===== src/rtl/mfcc_common_pkg.sv =====
// Shared types and default widths for the MFCC front-end framing blocks.
package mfcc_common_pkg;

    localparam int unsigned COUNTER_VALUE_WIDTH_DEF = 8;
    localparam int unsigned FRAME_CNT_WIDTH_DEF     = 8;
    localparam int unsigned DATA_WIDTH_DEF          = 16;

    typedef enum logic [1:0] {
        StIdle  = 2'd0,
        StRun   = 2'd1,
        StDrain = 2'd2,
        StDone  = 2'd3
    } frame_state_e;

endpackage


===== src/rtl/frame_idx_counter.sv =====
// Up-counter that wraps to zero after reaching a terminal value; wrap is flagged
// combinationally in the cycle the wrapping increment is taken.
module frame_idx_counter #(
    parameter int unsigned WIDTH = 8
) (
    input  logic             clk,
    input  logic             rst,
    input  logic             en,
    input  logic [WIDTH-1:0] term,
    output logic             wrap,
    output logic [WIDTH-1:0] count
);

    assign wrap = en && (count == term);

    always_ff @(posedge clk) begin
        if (rst) begin
            count <= '0;
        end else if (en) begin
            count <= wrap ? '0 : count + WIDTH'(1);
        end
    end

endmodule


===== src/rtl/frame_ctrl.sv =====
// Splits an input sample stream into runs of frames, tagging each sample with its
// sample/frame index and sof/eof. Define FRAME_CTRL_ERR_EN to add the sticky err output.
module frame_ctrl
    import mfcc_common_pkg::*;
#(
    parameter int unsigned COUNTER_VALUE_WIDTH = COUNTER_VALUE_WIDTH_DEF,
    parameter int unsigned FRAME_CNT_WIDTH     = FRAME_CNT_WIDTH_DEF,
    parameter int unsigned DATA_WIDTH          = DATA_WIDTH_DEF
) (
    input  logic                           clk,
    input  logic                           rst,
    input  logic                           start,
    input  logic                           abort,
    input  logic [COUNTER_VALUE_WIDTH-1:0] frame_len,
    input  logic [FRAME_CNT_WIDTH-1:0]     frame_num,
    input  logic                           in_valid,
    output logic                           in_ready,
    input  logic [DATA_WIDTH-1:0]          in_data,
    output logic                           out_valid,
    input  logic                           out_ready,
    output logic [DATA_WIDTH-1:0]          out_data,
    output logic [COUNTER_VALUE_WIDTH-1:0] out_sample_idx,
    output logic [FRAME_CNT_WIDTH-1:0]     out_frame_idx,
    output logic                           out_sof,
    output logic                           out_eof,
    output logic                           busy,
    output logic                           done
`ifdef FRAME_CTRL_ERR_EN
    ,
    output logic                           err
`endif
);

    frame_state_e state_q, state_d;

    logic [COUNTER_VALUE_WIDTH-1:0] len_q;
    logic [FRAME_CNT_WIDTH-1:0]     num_q;
    logic [COUNTER_VALUE_WIDTH-1:0] s_cnt;
    logic [FRAME_CNT_WIDTH-1:0]     f_cnt;
    logic s_wrap, f_wrap;
    logic start_acc, accept, xfer, cnt_rst;

    assign in_ready  = (state_q == StRun) && (!out_valid || out_ready);
    assign start_acc = (state_q == StIdle) && start && !abort;
    // abort outranks the handshake even though in_ready may be high this cycle
    assign accept    = in_valid && in_ready && !abort;
    assign xfer      = out_valid && out_ready;
    assign cnt_rst   = rst || abort || start_acc;
    assign busy      = (state_q != StIdle);
    assign done      = (state_q == StDone);

    frame_idx_counter #(
        .WIDTH(COUNTER_VALUE_WIDTH)
    ) u_sample_cnt (
        .clk  (clk),
        .rst  (cnt_rst),
        .en   (accept),
        .term (len_q),
        .wrap (s_wrap),
        .count(s_cnt)
    );

    // f_wrap marks acceptance of the final sample of the run
    frame_idx_counter #(
        .WIDTH(FRAME_CNT_WIDTH)
    ) u_frame_cnt (
        .clk  (clk),
        .rst  (cnt_rst),
        .en   (s_wrap),
        .term (num_q),
        .wrap (f_wrap),
        .count(f_cnt)
    );

    always_comb begin
        state_d = state_q;
        if (abort) begin
            state_d = StIdle;
        end else begin
            unique case (state_q)
                StIdle:  if (start)  state_d = StRun;
                StRun:   if (f_wrap) state_d = StDrain;
                StDrain: if (xfer)   state_d = StDone;
                StDone:  state_d = StIdle;
                default: state_d = StIdle;
            endcase
        end
    end

    always_ff @(posedge clk) begin
        if (rst) begin
            state_q <= StIdle;
        end else begin
            state_q <= state_d;
        end
    end

    always_ff @(posedge clk) begin
        if (rst) begin
            out_valid      <= 1'b0;
            out_data       <= '0;
            out_sample_idx <= '0;
            out_frame_idx  <= '0;
            out_sof        <= 1'b0;
            out_eof        <= 1'b0;
            len_q          <= '0;
            num_q          <= '0;
        end else begin
            if (abort) begin
                out_valid <= 1'b0;
            end else if (accept) begin
                out_valid      <= 1'b1;
                out_data       <= in_data;
                out_sample_idx <= s_cnt;
                out_frame_idx  <= f_cnt;
                out_sof        <= (s_cnt == '0);
                out_eof        <= (s_cnt == len_q);
            end else if (xfer) begin
                out_valid <= 1'b0;
            end
            if (start_acc) begin
                len_q <= frame_len;
                num_q <= frame_num;
            end
        end
    end

`ifdef FRAME_CTRL_ERR_EN
    always_ff @(posedge clk) begin
        if (rst || start_acc) begin
            err <= 1'b0;
        end else if (in_valid && (state_q != StRun)) begin
            err <= 1'b1;
        end
    end
`endif

endmodule


===== config.mk =====
export PLATFORM = sky130hd
export DESIGN_NAME = frame_ctrl
export DESIGN_NICKNAME = d
export VERILOG_FILES = /design/src/rtl/mfcc_common_pkg.sv /design/src/rtl/frame_idx_counter.sv /design/src/rtl/frame_ctrl.sv
export SDC_FILE = /design/constraint.sdc
export NUM_CORES = 1
export LEC_CHECK = 0
export CORE_MARGIN = 5
export CORE_UTILIZATION = 34
export CTS_CLUSTER_SIZE = 8
export DETAILED_ROUTE_END_ITERATION = 8
export HOLD_SLACK_MARGIN = 0.03
export PLACE_DENSITY = 0.56
export SLEW_MARGIN = 20
export SYNTH_ARGS = -nofsm -noshare
export SYNTH_HDL_FRONTEND = slang
export SYNTH_HIERARCHICAL = 1
export SYNTH_SLANG_ARGS = --single-unit

===== constraint.sdc =====
create_clock -name clk -period 4.65 [get_ports clk]
set_input_delay 1.395 -clock clk [delete_from_list [all_inputs] [get_ports clk]]
set_output_delay 1.395 -clock clk [all_outputs]
set_load 0.01 [all_outputs]

* After elaboration in Yosys (flattened, before gate mapping) *
Index checks and enable logic that the tools add are counted.

word-level totals
  register bits after elaboration = 69
  output and inout port bits = 38

operators by class
  add/sub/neg operators = 2
  eq/ne operators = 8
  mux-type cells = 8
  bitwise operators = 1
  reduce and logical (&&, ||, !) cells = 20

operators by type and width
  operator                                               count
  adder 8 x 1 -> 8 bit, second input constant            2
  == test 8 bit                                          2
  two-way mux 8 bit                                      2
  logical AND 1 bit                                      8
  zero test 8 bit                                        1
  case mux 2 bit (4 select lines)                        1
  two-way mux 2 bit                                      3
  == test 2 bit, second input constant                   2
  inequality test 2 bit, second input constant           2
  nonzero test 2 bit                                     2
  logical OR 1 bit                                       3
  AND reduction 3 bit                                    1
  == test 2 x 1 -> 1 bit, second input constant          1
  zero test 1 bit                                        2
  zero test 2 bit                                        1
  two-way mux 1 bit                                      2
  inequality test 2 x 1 -> 1 bit, second input constant  1
  AND reduction 2 bit                                    1
  OR reduction 2 bit                                     1
  inverter 1 bit                                         1

* Longest topological paths before layout *
  word-level depth = 9
  depth in mapped cells = 14
  mapped depth without buffers = 11

* Cells and area by module *
The synthesis kept the hierarchy.

by module, submodules not included
  module             times used  cells an instance  area an instance (um2)  seq. area each (um2)
  frame_ctrl         1           268                2,217.1                 1,061.0
  frame_idx_counter  2           50                 447.9                   160.2

* Least setup slack after synthesis *
No wires, ideal clock.

  kind = input to register
  from = input abort
  to = register state_q[0]
  library setup time = 119 ps
  data arrival time = 3,663 ps
  setup slack = 868 ps
  cell stages on the path = 12
  path buffers = 3
  path through = nand3b_4 -> clkbuf_1 -> nor2_1 -> clkbuf_2 -> inv_1 -> nor4_4 -> clkbuf_2 -> inv_1 -> nor4_4 -> nand2b_1 -> nor3b_1 -> nor3_1

on the way
  cells in the longest elaborated chain, start to end = 6
  elaborated cells on any way between the ends = 7

ends and longest elaborated chain
  what                                             line                     RTL
  from (decl)                                      frame_ctrl.sv:13         input logic abort,
  zero test 1 bit                                  frame_ctrl.sv:46         assign accept = in_valid && in_ready && !abort;
  logical AND 1 bit                                frame_ctrl.sv:46
  net accept                                       frame_ctrl.sv:41         logic start_acc, accept, xfer, cnt_rst;
  logical AND 1 bit                                frame_idx_counter.sv:14  assign wrap = en && (count == term);
  net s_wrap                                       frame_ctrl.sv:40         logic s_wrap, f_wrap;
  logical AND 1 bit                                frame_idx_counter.sv:14
  net f_wrap                                       frame_ctrl.sv:40
  inequality test 2 x 1 -> 1 bit (no source line)  -
  AND reduction 3 bit (no source line)             -
  to (signal assigned)                             frame_ctrl.sv:92         state_q <= StIdle;
  to (signal assigned)                             frame_ctrl.sv:94         state_q <= state_d;
  to (decl)                                        frame_ctrl.sv:34         frame_state_e state_q, state_d;

The timed path passes the listed nets, and every way through them passes these cells.
A chain may end at the register's enable or synchronous reset.

* Worst setup path in the final report *
  from = input out_ready
  to = output in_ready

on the way
  cells in the longest elaborated chain, start to end = 2

ends and longest elaborated chain
  what               line              RTL
  from (decl)        frame_ctrl.sv:20  input logic out_ready,
  logical OR 1 bit   frame_ctrl.sv:43  assign in_ready = (state_q == StRun) && (!out_valid || out_ready);
  logical AND 1 bit  frame_ctrl.sv:43
  to (decl)          frame_ctrl.sv:17  output logic in_ready,

Every way passes these cells.

==> reports/metrics.csv <==
stage,metric,value,unit
global_routing,initial antenna violation count,0,
worst_hold_path,worst hold-check path type,flip-flop to flip-flop,
global_routing,vias in the first global route,2743,
clocking,# hold bufs at CTS,0,
setup_path,CP peak stage delay,540,ps
timing,Worst Tran Pin Value,646,ps
clocking,clk slew on worst S/H paths,80,ps
cells_and_area,Area Growth Syn to Fin,33.2,%
synthesis,register bit total from synthesis,69,
clocking,"Clk Latency, worst-skew pair",340,ps
power_and_ir_drop,Design Power,1270,uW
synthesis,Post-synth ARST share,0,%
status,status,finished clean,
cells_and_area,Post-Layout Cell Count,549,
drt,WL per Instance,14.9,um
drt,vias after detailed routing,2750,
placed_design,port bufs,75,
global_routing,global-route wire length before repair,13600,um
timing,total setup violations reported at the end of the flow,0,
cells_and_area,ANT cells,0,
drt,# DRC,0,
clocking,clock sinks,69,
clocking,Max H-tree Level,3,
placed_design,post-DP HPWL,5450,um
drt,Routed met2 length,3520,um
timing,Hold Fails Final Rpt,0,
clocking,cts repair resizes,0,
setup_path,worst path cell trace,clkdlybuf4s50_1 -> nand2b_1 -> and2_1 -> clkdlybuf4s50_1,
power_and_ir_drop,Pleak,0.00135,uW
drt,top sig layer,met4,
clocking,Clock Tree Root,clkbuf_8,
drt,Initial DRT Pass Iterations,4,
synthesis,Syn Area/Cell,8.46,um^2
cells_and_area,final core occ,45.7,%
drt,post-route antenna net violation count,0,
power_and_ir_drop,peak supply drop,0.000137,V
cells_and_area,Nets,477,
drt,DR WL met3,441,um
timing,setup tns final,0,ps
timing,period utilization,88.7,%
clocking,Num CTS Buffers,9,
drt,routed wire length,8160,um
synthesis,register area share after synthesis,44.4,%
timing,RSZ-0062 raised after global routing,no,
cells_and_area,layout cells sized above 1,7.08,%
setup_path,CP most frequent cell,clkdlybuf4s50_1,
floorplan,Die Wd,106,um
global_routing,All-Layer GR Usage,14.8,%
clocking,Longest Clk Path Bufs,2,
timing,Final Critical Period,4130,ps
setup_path,Worst Path Max Fanout,3,
job,max-capacitance violation count,0,
synthesis,Mapped Cells,368,
synthesis,dominant synthesized flop cell,dfxtp_1,
timing,Fmax,242,MHz
global_routing,largest net degree at the start of global routing,52,
setup_path,crit path kind,input pin to output port,
setup_path,"Data arrival, critical path",2730,ps
floorplan,Die H,106,um
setup_path,"CP delay by family, top",buffers and inverters,
synthesis,YS warnings,6,
global_routing,Overflow after GRT,0,
setup_path,CP max-delay cell,clkdlybuf4s50_1,
synthesis,Netlist cell types,36,
floorplan,die area,11200,um^2
timing,fin. max-slew vios,0,
drt,Via density,5.01,
floorplan,Top Ports,76,
synthesis,number of synthesized flops with an enable pin,0,
timing,Max-slew headroom,56.8,%
floorplan,Core ar.,9060,um^2
setup_path,startpoint types,input pin,
timing,Worst Skew,11.8,ps
drt,met1 wire length,4110,um
placed_design,placed insts,533,
clocking,post-CTS setup repair buffer count,0,
setup_path,Critical Path Sink Type,output port,
setup_path,CP Buf/Inv Count,2,
floorplan,num rows,35,
clocking,CTS tree,yes,
drt,1st-iter DRT viols,95,
synthesis,syn nets,412,
power_and_ir_drop,power density cells,306,nW/um^2
synthesis,synthesized area,3110,um^2
floorplan,Initial Util,34.3,%
placed_design,Routability Congestion,0.785,
setup_path,Crit path required time,3250,ps
worst paths after layout:
kind | startpoint | end | slack (ps) | depth (start not counted)
hold reg to reg | num_q[3] | num_q[3] | 470 | 2
setup reg to reg | state_q[1] | state_q[0] | 1930 | 12
setup / recovery | out_ready | in_ready | 520 | 4
hold / removal | num_q[3] | num_q[3] | 470 | 2
synth_stat cells (all sizes together), types with 2 or more instances:
library cell / instances / share of area [%]
a21oi: 53 / 8.5
and3b: 2 / 0.56
buf: 14 / 2.3
clkbuf: 14 / 1.8
dfxtp: 69 / 44
ha: 6 / 2.4
inv: 5 / 0.60
nand2: 43 / 5.2
nand2b: 3 / 0.60
nand3: 35 / 5.6
nand3b: 2 / 0.88
nand4: 11 / 2.2
nor2: 5 / 0.60
nor2b: 2 / 0.64
nor3: 17 / 2.7
nor4: 4 / 1.8
o21ai: 34 / 5.5
o311ai: 2 / 0.56
xnor2: 29 / 8.2
xor2: 9 / 2.5
report_power, final:
group | switching [uW] | internal [uW]
combinational | 55.0 | 57.8
clock | 244 | 303
sequential | 8.47 | 601
total | 308 | 962
worst reg2reg max path: stages, from the launching register on:
cell and delay, ps:
dfxtp_1 330, inv_1 100, ha_1 290, nand3b_4 100, nor2_1 110, buf_4 170
inv_1 90, nor4_4 310, inv_1 130, nor4_4 500, nand2b_1 240, nor3b_1 200
nor3_1 60
sequential cells by signal (all words and copies together), names as in the netlist:
register and flops:
len_q 8, out_data 16, out_sof 1, out_frame_idx 8, num_q 8, u_frame_cnt/count 8
u_sample_cnt/count 8, state_q 2, out_eof 1, out_sample_idx 8, out_valid 1
logic make-up (layout without fill, tap and decap cells):
family | after synthesis | in the layout | synth area share, %
AND/OR/NAND/NOR | 128 | 128 | 21.8
AO/OA/AOI/OAI | 94 | 94 | 16.0
flip-flops | 69 | 69 | 44.4
XOR/XNOR | 38 | 38 | 10.7
buffers and inverters | 33 | 103 | 4.70
adder cells (fa/ha/maj) | 6 | 6 | 2.41
final cells by class:
cell class / count / area (um^2)
clock buffer: 9 / 124
clock inverter: 7 / 100
fill: 908 / 4920
inverter: 5 / 18.8
multi-input combinational: 266 / 1590
sequential: 69 / 1380
tap: 111 / 139
timing repair buffer: 82 / 798
layer usage:
metal  track usage, %  vias up
li1                 -     1411
met1             20.0     1265
met2             22.4       68
met3             4.72        6
met4             4.35        0
met5                0        -
stage by stage:
step                      hold slack (ps)  cell area (um^2)  worst slack [ps]
after detailed placement              463              3920               526
after CTS                             474              4150               510
after global routing                  493              4150               451
final                                 472              4150               524
after global placement                460              3920               527
after floorplan                       448              3110               868
cell usage in the layout (no fill, tap or decap), drive strengths merged, types with 2 or more instances in the layout:
master	n
nor3	17
buf	8
xor2	9
nand3b	2
o21ai	34
and3b	2
nand3	35
clkinv	2
nand2b	3
ha	6
a21oi	53
nor4	4
dfxtp	69
xnor2	29
clkdlybuf4s50	74
nand4	11
bufinv	2
inv	5
o311ai	2
nor2	5
nand2	43
clkinvlp	3
clkbuf	9
nor2b	2
Note: power is estimated with default switching activity, not from simulation.
